### config.mk
export PLATFORM = sky130hd
export DESIGN_NAME = muldiv_unit
export DESIGN_NICKNAME = d
export VERILOG_FILES = /design/src/rtl/muldiv_unit.sv
export SDC_FILE = /design/constraint.sdc
export NUM_CORES = 1
export LEC_CHECK = 0
export BUFFER_PORTS_ARGS = -buffer_cell sky130_fd_sc_hd__buf_2
export CAP_MARGIN = 40
export CORE_MARGIN = 1.5
export CORE_UTILIZATION = 55
export DETAILED_ROUTE_END_ITERATION = 7
export PLACE_DENSITY = 0.76
export SLEW_MARGIN = 5
export SYNTH_ARGS = -nofsm -noshare
export SYNTH_HDL_FRONTEND = slang
export SYNTH_SLANG_ARGS = --single-unit
export TNS_END_PERCENT = 5
### constraint.sdc
create_clock -name clk -period 6.7 [get_ports clk]
set_clock_uncertainty 0.05 [all_clocks]
set_input_delay 0 -clock clk [delete_from_list [all_inputs] [get_ports clk]]
set_output_delay 0 -clock clk [all_outputs]
set_load 0.005 [all_outputs]
### src/rtl/muldiv_unit.sv
// Iterative 32-bit multiply/divide unit with HI/LO registers.
// MULT/MULTU use shift-add, DIV/DIVU use restoring division; each takes 34 busy cycles.
module muldiv_unit (
  input  logic        clk,
  input  logic        reset,
  input  logic        start,
  input  logic [1:0]  op,
  input  logic [31:0] a,
  input  logic [31:0] b,
  input  logic        flush,
  input  logic        we_hi,
  input  logic        we_lo,
  input  logic [31:0] wd,
  output logic        busy,
  output logic        done,
  output logic [31:0] hi,
  output logic [31:0] lo
);

  typedef enum logic [1:0] {IDLE, RUN, FIX} state_t;

  state_t      state, state_nxt;
  logic [5:0]  cnt;
  logic [63:0] work;        // mult: {partial product, multiplier}; div: {remainder, quotient}
  logic [31:0] opnd;        // multiplicand or divisor magnitude
  logic        is_div, neg_res, neg_rem, div_zero;

  logic        accept, finish, signed_op;
  logic [31:0] abs_a, abs_b;
  logic [32:0] mul_sum, div_diff;
  logic [63:0] mul_step, div_step, prod_fix;
  logic [31:0] res_hi, res_lo;

  assign signed_op = ~op[0];
  assign abs_a     = (signed_op && a[31]) ? -a : a;
  assign abs_b     = (signed_op && b[31]) ? -b : b;
  assign accept    = (state == IDLE) && start && !flush;
  assign finish    = (state == FIX) && !flush;
  assign busy      = (state != IDLE);

  // One iteration of each algorithm; a zero divisor naturally shifts the dividend into the remainder.
  assign mul_sum  = {1'b0, work[63:32]} + (work[0] ? {1'b0, opnd} : 33'd0);
  assign mul_step = {mul_sum, work[31:1]};
  assign div_diff = work[63:31] - {1'b0, opnd};
  assign div_step = div_diff[32] ? {work[62:0], 1'b0}
                                 : {div_diff[31:0], work[30:0], 1'b1};

  assign prod_fix = neg_res ? -work : work;

  always_comb begin
    // NOTE: every combinational output gets a default first so no path can infer a latch.
    res_hi = prod_fix[63:32];
    res_lo = prod_fix[31:0];
    if (is_div) begin
      res_hi = neg_rem ? -work[63:32] : work[63:32];
      res_lo = div_zero ? 32'hFFFF_FFFF : (neg_res ? -work[31:0] : work[31:0]);
    end
  end

  always_comb begin
    state_nxt = state;
    case (state)
      IDLE: if (accept) state_nxt = RUN;
      RUN: begin
        if (flush)              state_nxt = IDLE;
        else if (cnt == 6'd32)  state_nxt = FIX;
      end
      FIX:     state_nxt = IDLE;
      default: state_nxt = IDLE;
    endcase
  end

  // NOTE: all clocked state uses non-blocking assignments so every register samples pre-edge values.
  always_ff @(posedge clk or posedge reset) begin
    if (reset) state <= IDLE;
    else       state <= state_nxt;
  end

  always_ff @(posedge clk or posedge reset) begin
    if (reset) begin
      cnt      <= 6'd0;
      work     <= 64'd0;
      opnd     <= 32'd0;
      is_div   <= 1'b0;
      neg_res  <= 1'b0;
      neg_rem  <= 1'b0;
      div_zero <= 1'b0;
    end else if (accept) begin
      cnt      <= 6'd0;
      is_div   <= op[1];
      opnd     <= op[1] ? abs_b : abs_a;
      work     <= {32'd0, op[1] ? abs_a : abs_b};
      neg_res  <= signed_op && (a[31] ^ b[31]);
      neg_rem  <= signed_op && a[31];
      div_zero <= op[1] && (b == 32'd0);
    end else if (state == RUN && cnt != 6'd32) begin
      cnt  <= cnt + 6'd1;
      work <= is_div ? div_step : mul_step;
    end
  end

  // An accepted start takes priority over a same-cycle MTHI/MTLO write.
  always_ff @(posedge clk or posedge reset) begin
    if (reset) begin
      done <= 1'b0;
      hi   <= 32'd0;
      lo   <= 32'd0;
    end else begin
      done <= finish;
      if (finish) begin
        hi <= res_hi;
        lo <= res_lo;
      end else if (state == IDLE && !accept) begin
        if (we_hi) hi <= wd;
        if (we_lo) lo <= wd;
      end
    end
  end

endmodule
# Yosys cells after proc, flatten, opt, wreduce, memory -nomap -nowiden
# Index checks and enable logic that the tools add are counted.
[word_totals]
register_bits = 173
latchBits = 0
ram_bits = 0
romBits = 0
input_bits = 104
out_inout_bits = 66
mem_count = 0
[op_classes]
add_sub_neg = 8
multipliers = 0
div = 0
order_cmp = 0
n_eq_ne = 6
shift = 0
n_mux = 27
bitwise = 2
reduce_logical = 21
[ops]
columns = ["cell", "count"]
rows = [
  ["2-to-1 mux 32 bit", 16],
  ["2-to-1 mux 64 bit", 5],
  ["negator 32 bit", 4],
  ["negator 64 bit", 1],
  ["adder 32 x 32 -> 33 bit", 1],
  ["subtractor 33 x 32 -> 33 bit", 1],
  ["zero test 32 bit", 1],
  ["2-to-1 mux 6 bit", 2],
  ["nonzero test 2 bit", 5],
  ["logical AND 1 bit", 9],
  ["adder 6 x 1 -> 6 bit (second input constant)", 1],
  ["== test 6 bit (second input constant)", 1],
  ["2-to-1 mux 2 bit", 3],
  ["!= test 6 bit (second input constant)", 1],
  ["AND reduction 2 bit", 3],
  ["case mux 2 bit (2 select lines)", 1],
  ["!= test 3 bit (second input constant)", 1],
  ["== test 2 x 1 -> 1 bit (second input constant)", 1],
  ["== test 2 bit (second input constant)", 1],
  ["zero test 1 bit", 2],
  ["zero test 2 bit", 1],
  ["!= test 2 bit (second input constant)", 1],
  ["inverter 1 bit", 1],
  ["XOR 1 bit", 1],
]

# Depth between registers and ports, before layout
# Gate-level depths: netlist of run 1.
[depth]
word_depth = 7
depth_mapped = 14
depth_no_buf = 13

# Least setup slack after synthesis of run 1
# OpenSTA, ideal clock, no wires.
[synth_timing]
path_kind = "flip-flop to flip-flop"
from = "register work[32]"
to = "register work[56]"
setup_ns = 0.126
t_arrival_ns = 3.071
required_time_ns = 6.524
path_slack_ns = 3.453
stages_incl_launch_ff = 13
path_buffers = 2
cell_sequence = "dfrtp_1 > clkbuf_1 > inv_1 > fa_1 > nor2b_1 > o31a_1 > o21ai_1 > o311ai_2 > a31oi_2 > xnor2_1 > clkbuf_1 > a211oi_1 > a221o_1"
[synth_between]
elab_chain_len = 5
word_cells_on_any_way = 6
[synth_lines]
columns = ["element", "line", "text"]
rows = [
  ["from (decl)", "24", "logic [63:0] work;"],
  ["from (signal assigned)", "92", "work <= {32'd0, op[1] ? abs_a : abs_b};"],
  ["from (signal assigned)", "98", "work <= is_div ? div_step : mul_step;"],
  ["subtractor 33 x 32 -> 33 bit", "44", "assign div_diff = work[63:31] - {1'b0, opnd};"],
  ["2-to-1 mux 64 bit", "45", "assign div_step = div_diff[32] ? {work[62:0], 1'b0}"],
  ["2-to-1 mux 64 bit *", "98", ""],
  ["2-to-1 mux 64 bit *", "96", "end else if (state == RUN && cnt != 6'd32) begin"],
  ["2-to-1 mux 64 bit *", "88", "end else if (accept) begin"],
]
# Mark *: on every way between the ends. The rest lies on a longest branch, timed or not. The select of a mux whose other input is x is not followed.
# A chain may end at the register's enable or synchronous reset.

# Final worst setup path of run 1
[layout_timing]
from = "register work[31]"
to = "register work[53]"
[layout_between]
elab_chain_len = 5
[layout_lines]
columns = ["element", "line"]
rows = [
  ["subtractor 33 x 32 -> 33 bit", "44"],
  ["2-to-1 mux 64 bit", "45"],
  ["2-to-1 mux 64 bit", "98"],
  ["2-to-1 mux 64 bit", "96"],
  ["2-to-1 mux 64 bit", "88"],
]
# No other way between the ends. The select of a mux whose other input is x is not followed.

==> results.toml, run 1 <==
[clocking]
post_cts.repair.setup_buffers = 0
clk_pin_slew_ns = 0.07
cts_tree = "built"
clkLatencyLatePin_ns = 0.45
cts.sinks = 173
clk_path_buf_depth = 2
cts_buffers = 17
cts_max_level = 4
root_buffer = "clkbuf_16"

[worst_setup_path]
critPathLaunchType = "register"
r2r-start = "work[31]"
slowest_delay_ns = 0.45
crit_fanout = 21
crit_path_cell_trace = "inv_1, ha_1, fa_1, nor2b_1, o31a_1, o21ai_1, o311ai_2, a31oi_2, xor2_1, buf_4, nor2_1, a221oi_1, o21ai_1"
endpoint_kind = "register"
worst_r2r_path_depth = 13
critPathRequiredTime_ns = 6.93
arrival_ns = 4.06
cp_common_cell = "o21ai_1"
critPathKind = "reg -> reg"
worst_r2r_endpoint = "work[53]"
crit_slowest_cell = "o311ai_2"
r2r_setup_slack_ns = 2.88

[grt]
grt_pass1_vias = 14547
grt.total_usage_pct = 36.20
overflow = 0
antenna_found_initial = 0
grt_max_degree = 105
grt_pass1_wl_um = 79940

[yosys]
synth_edf_count = 0
syn-num-nets = 2090
synth_area_leaders = "dfrtp_1 29%, nand2_1 6.3%, ha_1 5.8%"
syn_inst = 1914
ys.flop_type = "dfrtp_1"
yosysUniqueCellTypes = 91
avgSynthCellArea_sq_um = 7.914
synth_seq_cells = 173
ys_seq_area_share_pct = 28.58
syn_area_sq_mm = 0.01515
yosys_warnings = 0
synth_top_area_cell = "dfrtp_1"
async_flop_share_pct = 100.0
yosysTopAreaCellShare_pct = 28.58

[timing]
relSlewSlack_pct = 36.40
holdWs_ns = 0.006296
slew_violations = 0
fin_crit_sh_pct = 57.03
worst_pin_slew_ns = 0.9530
final-setup-viol-count = 0
finalHoldViolations = 0
period_needed_ns = 3.821
max_freq_mhz = 261.7
fin_tns_setup_ns = 0
rsz0062_at_grt = "no"

[drt]
drt-total-wl_um = 51740
routed-via-count = 15500
route.detailed.drc = 0
wire_per_inst_um = 21.36
drtPass1Iterations = 6
drtIter0Drc = 1490
ant_nets = 0
viasPerCell = 6.400

[layout]
layout_common_cells = "253 x nand2_1, 172 x dfrtp_1, 169 x buf_2"
final_common_cell = "nand2_1"
num_antenna_cells = 0
n_fill_cell = 2276
drive_above_1_share_pct = 13.55
nNetsFinal = 2244
syn2layout_area_growth_pct = 16.00

[power_and_ir_drop]
total_leakage_power_uw = 0.007954
peakVddDrop_mv = 0.2609
power.density_mw_per_mm2 = 378.5

[die]
coreArea_sq_mm = 0.02703
start_util_pct = 56.05
ioPinCount = 170
dieArea_sq_mm = 0.02854
die_x_um = 169.0
die_h_um = 169.0
rows = 60

[worst_hold_path]
hold_path_startpoint = "b[16]"
whs_path_depth = 4
min_path_type = "in -> reg"
hold_path_end = "opnd[16]"

[placement]
port_buffers = 169
place_congestion = 0.9805
dp_hpwl_um = 38090

[run_status]
status = "finished, final reports clean"

[job]
max_cap_violations = 0
kinds of logic (layout without fill, tap and decap cells):
kind of cell	after synthesis	count (layout)	share of synthesized area, %
flops	173	173	28.58
fa+ha+maj	72	72	6.047
xor+xnor	166	166	9.599
compound gates	610	610	25.78
buf+inv	187	354	4.832
simple gates	621	621	19.46
mux	85	85	5.700
layout make-up:
cell class	instances	area, sq um	share of cell area [%]
sequential	173	4330	24.65
timing repair buffer	254	1774	10.10
inverter	68	260.3	1.481
clock inverter	15	241.5	1.374
multi-input combinational	1554	10110	57.55
clock buffer	17	425.4	2.421
tap	341	426.7	2.428
worst max-delay path by stage:
| stage | to | slack [ns] | startpoint | depth (start not counted) |
|---|---|---|---|---|
| 3_5_place_dp | work[53] | 2.98 | work[31] | 13 |
| 5_1_grt | work[53] | 2.54 | work[31] | 13 |
| 4_1_cts | work[53] | 2.97 | work[31] | 13 |
| 2_1_floorplan | cnt[0] | 1.96 | reset | 1 |
| 6_report | work[53] | 2.88 | work[31] | 13 |
| 3_3_place_gp | work[60] | 2.71 | work[0] | 12 |
critical path: cells and delay by family (launching register included):
family | cells | cell delay (ns)
AOI/OAI and AO/OA | 6 | 1.47
xor gates and xnor gates | 1 | 0.37
adders and majority gates | 2 | 0.62
buffers and inverters | 2 | 0.43
DFF | 1 | 0.43
and+or+nand+nor | 2 | 0.29
where the power goes:
part | total, uW | switching (uW) | internal (uW)
clock | 1120 | 530 | 587
combinational | 3710 | 2200 | 1510
sequential | 1820 | 524 | 1300
total | 6650 | 3250 | 3400
synthesized netlist by cell type (5+ instances only):
library cell / instances
a211o_1: 5
a211oi_1: 10
a21boi_0: 5
a21o_1: 33
a21oi_1: 142
a221oi_1: 5
a22oi_1: 11
a31oi_1: 17
a32oi_1: 31
and2_1: 6
and3_1: 8
buf_1: 9
buf_2: 7
clkbuf_1: 94
clkbuf_2: 5
dfrtp_1: 173
ha_1: 70
inv_1: 67
mux2_2: 10
mux2i_1: 75
nand2_1: 253
nand2b_1: 16
nand3_1: 30
nand3b_1: 6
nand4_1: 13
nor2_1: 163
nor2b_1: 15
nor3_1: 30
nor3b_1: 8
nor4_1: 16
o211ai_1: 41
o21a_1: 19
o21ai_0: 160
o21ai_1: 33
o21bai_1: 8
o221ai_1: 9
o22ai_1: 6
o31ai_1: 25
o41ai_1: 8
or3_1: 15
or4_1: 6
xnor2_1: 72
xor2_1: 94
stage by stage:
step / power [uW] / setup WS [ns] / utilization [%] / std cells / area (sq um)
floorplan: 4327 / 1.962 / - / 1914 / 15150
global placement: 5292 / 2.711 / 59.53 / 2320 / 16090
detailed placement: 5387 / 2.983 / 60.32 / 2330 / 16300
CTS: 6549 / 2.973 / 65.01 / 2422 / 17570
global route: 7083 / 2.543 / 65.01 / 2422 / 17570
finish: 6650 / 2.879 / 65.01 / 2422 / 17570
state kept, by name, indices dropped and copies added, names as in the netlist:
signal / count
cnt: 6
div_zero: 1
hi: 32
neg_res: 1
neg_rem: 1
lo: 32
opnd: 32
work: 64
state: 2
is_div: 1
done: 1
metal layers:
metal	vias to the layer above	routed length, um	global-route usage [%]
li1	7216	-	-
met1	7356	21080	46.19
met2	752	22700	56.18
met3	176	4425	6.874
met4	0	3537	23.72
met5	-	0	0
timing repair:
action,CTS,global route
gates resized for setup,0,0
endpoints found under the hold margin,193,0
endpoints found under the setup margin,0,0
hold buffers,60,0
Power figures use the tool's default switching activity.
==> run 2, diff against run 1 <==
Settings changed: ABC_AREA set to 1, PLACE_DENSITY 0.76 to 0.75.
Clock period 6.7 ns to 3.6 ns, I/O delays scaled along.
==> results.toml, run 2 <==
[yosys]
synth_most_common_cell = "nand2_1"
avgSynthCellArea_sq_um = 5.815
yosysTopAreaCellShare_pct = 23.95
ys_seq_area_share_pct = 23.95
syn_inst = 3108
synth_area_leaders = "dfrtp_1 24%, nand2_1 22%, inv_1 9.5%"
syn-num-nets = 3284
synthTopCellsByCount = "1038 x nand2_1, 459 x inv_1, 293 x nand3_1"
synth_top_area_cell = "dfrtp_1"
yosysUniqueCellTypes = 56
async_flop_share_pct = 100.0
yosys_warnings = 0
ys.flop_type = "dfrtp_1"
synth_edf_count = 0
synth_seq_cells = 173
syn_area_sq_mm = 0.01807

[run_status]
status = "finished, final reports clean"

[die]
coreArea_sq_mm = 0.03245
die_x_um = 184.3
rows = 66
die_h_um = 184.3
start_util_pct = 55.69
dieArea_sq_mm = 0.03396
ioPinCount = 170

[placement]
dp_hpwl_um = 58780
port_buffers = 169
place_congestion = 1.042
post-place-ws_ns = 0.5986

[drt]
ant_nets = 0
drtIter0Drc = 2749
routed-via-count = 22040
route.detailed.drc = 0
drt-total-wl_um = 74680
viasPerCell = 5.840
drtPass1Iterations = 8
wire_per_inst_um = 19.79

[clocking]
clkLatencyLatePin_ns = 0.47
clk_pin_slew_ns = 0.08
clk_path_buf_depth = 2
cts_max_level = 4
cts_buffers = 17
cts_tree = "built"
post_cts.repair.setup_buffers = 0
cts.sinks = 173
root_buffer = "clkbuf_16"

[worst_hold_path]
min_path_type = "in -> reg"

[timing]
rsz0062_at_grt = "no"
fin_tns_setup_ns = 0
period_needed_ns = 3.096
worst_pin_slew_ns = 0.9181
finalHoldViolations = 0
fin_crit_sh_pct = 86.00
final-setup-viol-count = 0
max_freq_mhz = 323.0
relSlewSlack_pct = 38.15
slew_violations = 0
fin_ws_ns = 0.5040

[layout]
largest_reg_flops = 64
nNetsFinal = 3493
n_fill_cell = 3178
syn2layout_area_growth_pct = 14.96
layout_common_cells = "1038 x nand2_1, 458 x inv_1, 293 x nand3_1"
drive_above_1_share_pct = 9.429
final_common_cell = "nand2_1"
regMostFlops = "work"

[grt]
grt.total_usage_pct = 44.03
grt_util_met1_pct = 57.40
met2_usage_pct = 65.91
grt_pass1_wl_um = 113000
use_met3_pct = 12.37
overflow = 0
busiest_layer = "met2"
antenna_found_initial = 0
grt_max_degree = 103
grt_pass1_vias = 20122

[worst_setup_path]
critPathKind = "reg -> reg"
critPathRequiredTime_ns = 3.91
critPathLaunchType = "register"
arrival_ns = 3.40
endpoint_kind = "register"
crit_fanout = 30

[power_and_ir_drop]
swShare_pct = 58.44
seqPwrFrac_pct = 21.2
total_leakage_power_uw = 0.01107
switchingPower_uw = 12060
internal-power_uw = 8579
power_frac_clock_pct = 9.3
p_comb_share_pct = 69.5
power.density_mw_per_mm2 = 993.5
peakVddDrop_mv = 0.6247

[job]
max_cap_violations = 0
==> run 2: per-stage QoR <==
stage	std cells	hold slack (ns)	total power (uW)	utilization [%]	cell area, sq um
after floorplan	3108	0.1075	13610	-	18080
after global placement	3664	0.1130	17630	59.83	19420
after detailed placement	3664	0.1327	17860	59.83	19420
after CTS	3772	0.0006920	20000	64.00	20770
after global routing	3772	0.02922	22230	64.00	20770
final	3774	0.01213	20640	64.02	20780
==> run 2: cell type report <==
type | count | area [sq um] | area share, %
Tap cell | 442 | 553.0 | 2.662
Inverter | 467 | 1757 | 8.455
Sequential cell | 173 | 4330 | 20.84
Multi-Input combinational cell | 2370 | 11580 | 55.75
Antenna cell | 2 | 5.005 | 0.02409
Clock buffer | 17 | 425.4 | 2.048
Clock inverter | 15 | 167.7 | 0.8070
Timing Repair Buffer | 288 | 1954 | 9.407
==> run 2: layer usage <==
layer	routed length (um)	vias to the layer above
li1	-	10350
met1	29550	10053
met2	31220	1398
met3	9515	239
met4	4392	0
met5	0	-
==> run 2: path summary, 6_finish.rpt <==
path	start	end	slack [ns]	cells after the start
worst min register to register	hi[25]	hi[25]	0.45	2
max in group asynchronous	reset	opnd[21]	2.77	4
worst max register to register	work[31]	work[38]	0.50	17
min in group asynchronous	reset	hi[15]	0.16	4
worst max-delay path	work[31]	work[38]	0.50	17
worst min-delay path	a[7]	opnd[7]	0.01	4
==> run 2: kinds of logic after synthesis <==
| kind of cell | share of synthesized area (%) |
|---|---|
| AND/OR/NAND/NOR | 41.35 |
| buffers and inverters | 12.14 |
| AO/OA/AOI/OAI | 14.15 |
| flip-flops | 23.95 |
| adder cells (fa/ha/maj) | 5.068 |
| XOR/XNOR | 3.344 |
==> run 2: power by group through the flow <==
stage / Sequential, uW / Clock (uW) / Combinational [uW]
after global placement: 4220 / 0 / 13400
after floorplan: 3640 / 0 / 9970
after CTS: 4210 / 1930 / 13900
after global routing: 4380 / 2000 / 15800
final: 4370 / 1930 / 14300
after detailed placement: 4240 / 0 / 13600
==> run 2: timing repair <==
action / CTS / global route
resized for setup: 0 / 0
hold endpoints to repair: 268 / 0
hold buffers: 76 / 0
==> run 2: critical path, stage by stage (launching register included) <==
cell,delay (ns)
dfrtp_1,0.46
inv_2,0.09
ha_1,0.24
fa_1,0.42
inv_1,0.10
nand3_1,0.07
nand2_1,0.13
nand2_1,0.08
nand2_2,0.08
nand2_1,0.07
nand2_2,0.09
nand2_4,0.08
nand2_4,0.08
nand2_2,0.06
nand2_2,0.49
nand2_1,0.18
nor2_1,0.13
o21ai_1,0.09
==> run 3, diff against run 2 <==
Settings changed: RECOVER_POWER set to 50.
==> results.toml, run 3 (synthesis gave the netlist of run 2 again) <==
[clocking]
root_buffer = "clkbuf_16"
clk_pin_slew_ns = 0.09
post_cts.repair.setup_buffers = 0
cts_resized = 0
cts_tree = "built"
hold_buffers = 76
clkLatencyLatePin_ns = 0.47
cts_buffers = 17
clk_path_buf_depth = 2
cts.sinks = 173
cts_max_level = 4

[grt]
grt.total_usage_pct = 44.03
busiest_layer = "met2"
overflow = 0
grt_util_met1_pct = 57.40
antenna_found_initial = 0
met2_usage_pct = 65.91
use_met3_pct = 12.37
grt_pass1_wl_um = 113000
grt_max_degree = 103
grt_pass1_vias = 20122

[drt]
drtIter0Drc = 2736
viasPerCell = 5.822
ant_nets = 0
drtPass1Iterations = 8
routed-via-count = 21965
drt-total-wl_um = 74700
route.detailed.drc = 0
wire_per_inst_um = 19.80

[timing]
relSlewSlack_pct = -76.53
max_freq_mhz = 325.0
rsz0062_at_grt = "no"
final-setup-viol-count = 0
worst_pin_slew_ns = 2.648
fin_ws_ns = 0.5231
fin_crit_sh_pct = 85.47
period_needed_ns = 3.077
slew_violations = 175
holdWs_ns = 0.002365
finalHoldViolations = 0
fin_tns_setup_ns = 0

[layout]
regMostFlops = "work"
drive_above_1_share_pct = 8.709
regArea_sq_mm = 0.004330
final_core_util_pct = 63.82
nNetsFinal = 3493
multi_input_comb_area_sq_mm = 0.01158
syn2layout_area_growth_pct = 14.60
n_fill_cell = 3198
layout_common_cells = "1038 x nand2_1, 458 x inv_1, 293 x nand3_1"
largest_reg_flops = 64
final_common_cell = "nand2_1"
instances_no_fill = 3773

[die]
ioPinCount = 170
die_h_um = 184.3
dieArea_sq_mm = 0.03396
rows = 66
coreArea_sq_mm = 0.03245
die_x_um = 184.3
start_util_pct = 55.69

[worst_setup_path]
crit_slowest_cell = "nand2_2"
crit_family = "simple AND/OR/NAND/NOR gates"
arrival_ns = 3.39
crit_buf_inv = 2
critPathLaunchType = "register"
crit_fanout = 30
critPathKind = "reg -> reg"
slowest_delay_ns = 0.48
critPathRequiredTime_ns = 3.91
endpoint_kind = "register"
crit_path_cell_trace = "inv_2, ha_1, fa_1, inv_1, nand3_1, nand2_1, nand2_1, nand2_2, nand2_1, nand2_2, nand2_4, nand2_4, nand2_2, nand2_2, nand2_1, nor2_1, o21ai_1"

[worst_hold_path]
min_path_type = "in -> reg"

[placement]
place_congestion = 1.042
placedCellCount = 3664
port_buffers = 169
dp_hpwl_um = 58780
post-place-ws_ns = 0.5986

[run_status]
status = "finished, violations left"
violations = "max-capacitance violations, max-slew violations"

[job]
max_cap_violations = 2

[power_and_ir_drop]
total_leakage_power_uw = 0.01099
peakVddDrop_mv = 0.6237
power.density_mw_per_mm2 = 995.2
==> run 3: cell count changes in the layout (fill, tap and decap cells not counted) <==
| cell | previous run | this run |
|---|---|---|
| buf_12 | 2 | 0 |
| clkinvlp_2 | 0 | 1 |
| diode_2 | 2 | 1 |
| clkbuf_2 | 0 | 2 |
| clkinvlp_4 | 3 | 2 |
| buf_2 | 169 | 145 |
| clkbuf_1 | 0 | 24 |
==> run 3: final cells by class <==
class | instances | share of cell area [%]
inverters | 467 | 8.470
repair buffers | 288 | 9.146
clock buffers | 17 | 2.054
diodes | 1 | 0.01208
multi-input cells | 2370 | 55.93
well taps | 442 | 2.670
flip-flops and latches | 173 | 20.91
clock inverters | 15 | 0.8095
==> run 3: worst paths after layout <==
kind                          start  cells after the start        to  slack, ns
setup / recovery           work[31]                     17  work[38]       0.52
hold / removal                b[28]                      5  opnd[28]      0.002
setup reg to reg           work[31]                     17  work[38]       0.52
hold reg to reg              hi[25]                      2    hi[25]       0.46
max in group asynchronous     reset                      4  opnd[21]       0.88
min in group asynchronous     reset                      4    hi[15]       0.72
==> run 3: metrics by stage <==
stage | power, uW | instance area [sq um]
2_1_floorplan | 13610 | 18080
3_3_place_gp | 17630 | 19420
3_5_place_dp | 17860 | 19420
4_1_cts | 20000 | 20770
5_1_grt | 22200 | 20710
6_report | 20610 | 20710
==> run 3: metal layers <==
| metal | share of wire, % | vias to the layer above |
|---|---|---|
| met4 | 5.9 | 0 |
| met3 | 12 | 232 |
| met5 | 0 | - |
| met2 | 42 | 1405 |
| met1 | 40 | 9981 |
| li1 | - | 10347 |
==> run 3: worst register-to-register path, cell delays in order (launching register included) <==
cell,delay (ns)
dfrtp_1,0.46
inv_2,0.09
ha_1,0.24
fa_1,0.43
inv_1,0.10
nand3_1,0.06
nand2_1,0.12
nand2_1,0.08
nand2_2,0.08
nand2_1,0.07
nand2_2,0.10
nand2_4,0.08
nand2_4,0.08
nand2_2,0.06
nand2_2,0.48
nand2_1,0.19
nor2_1,0.13
o21ai_1,0.08
==> run 3: power by group <==
group	internal [uW]	switching (uW)	total (uW)
logic	4720	9580	14300
clock network	937	995	1930
registers	2880	1490	4380
total	8540	12100	20600
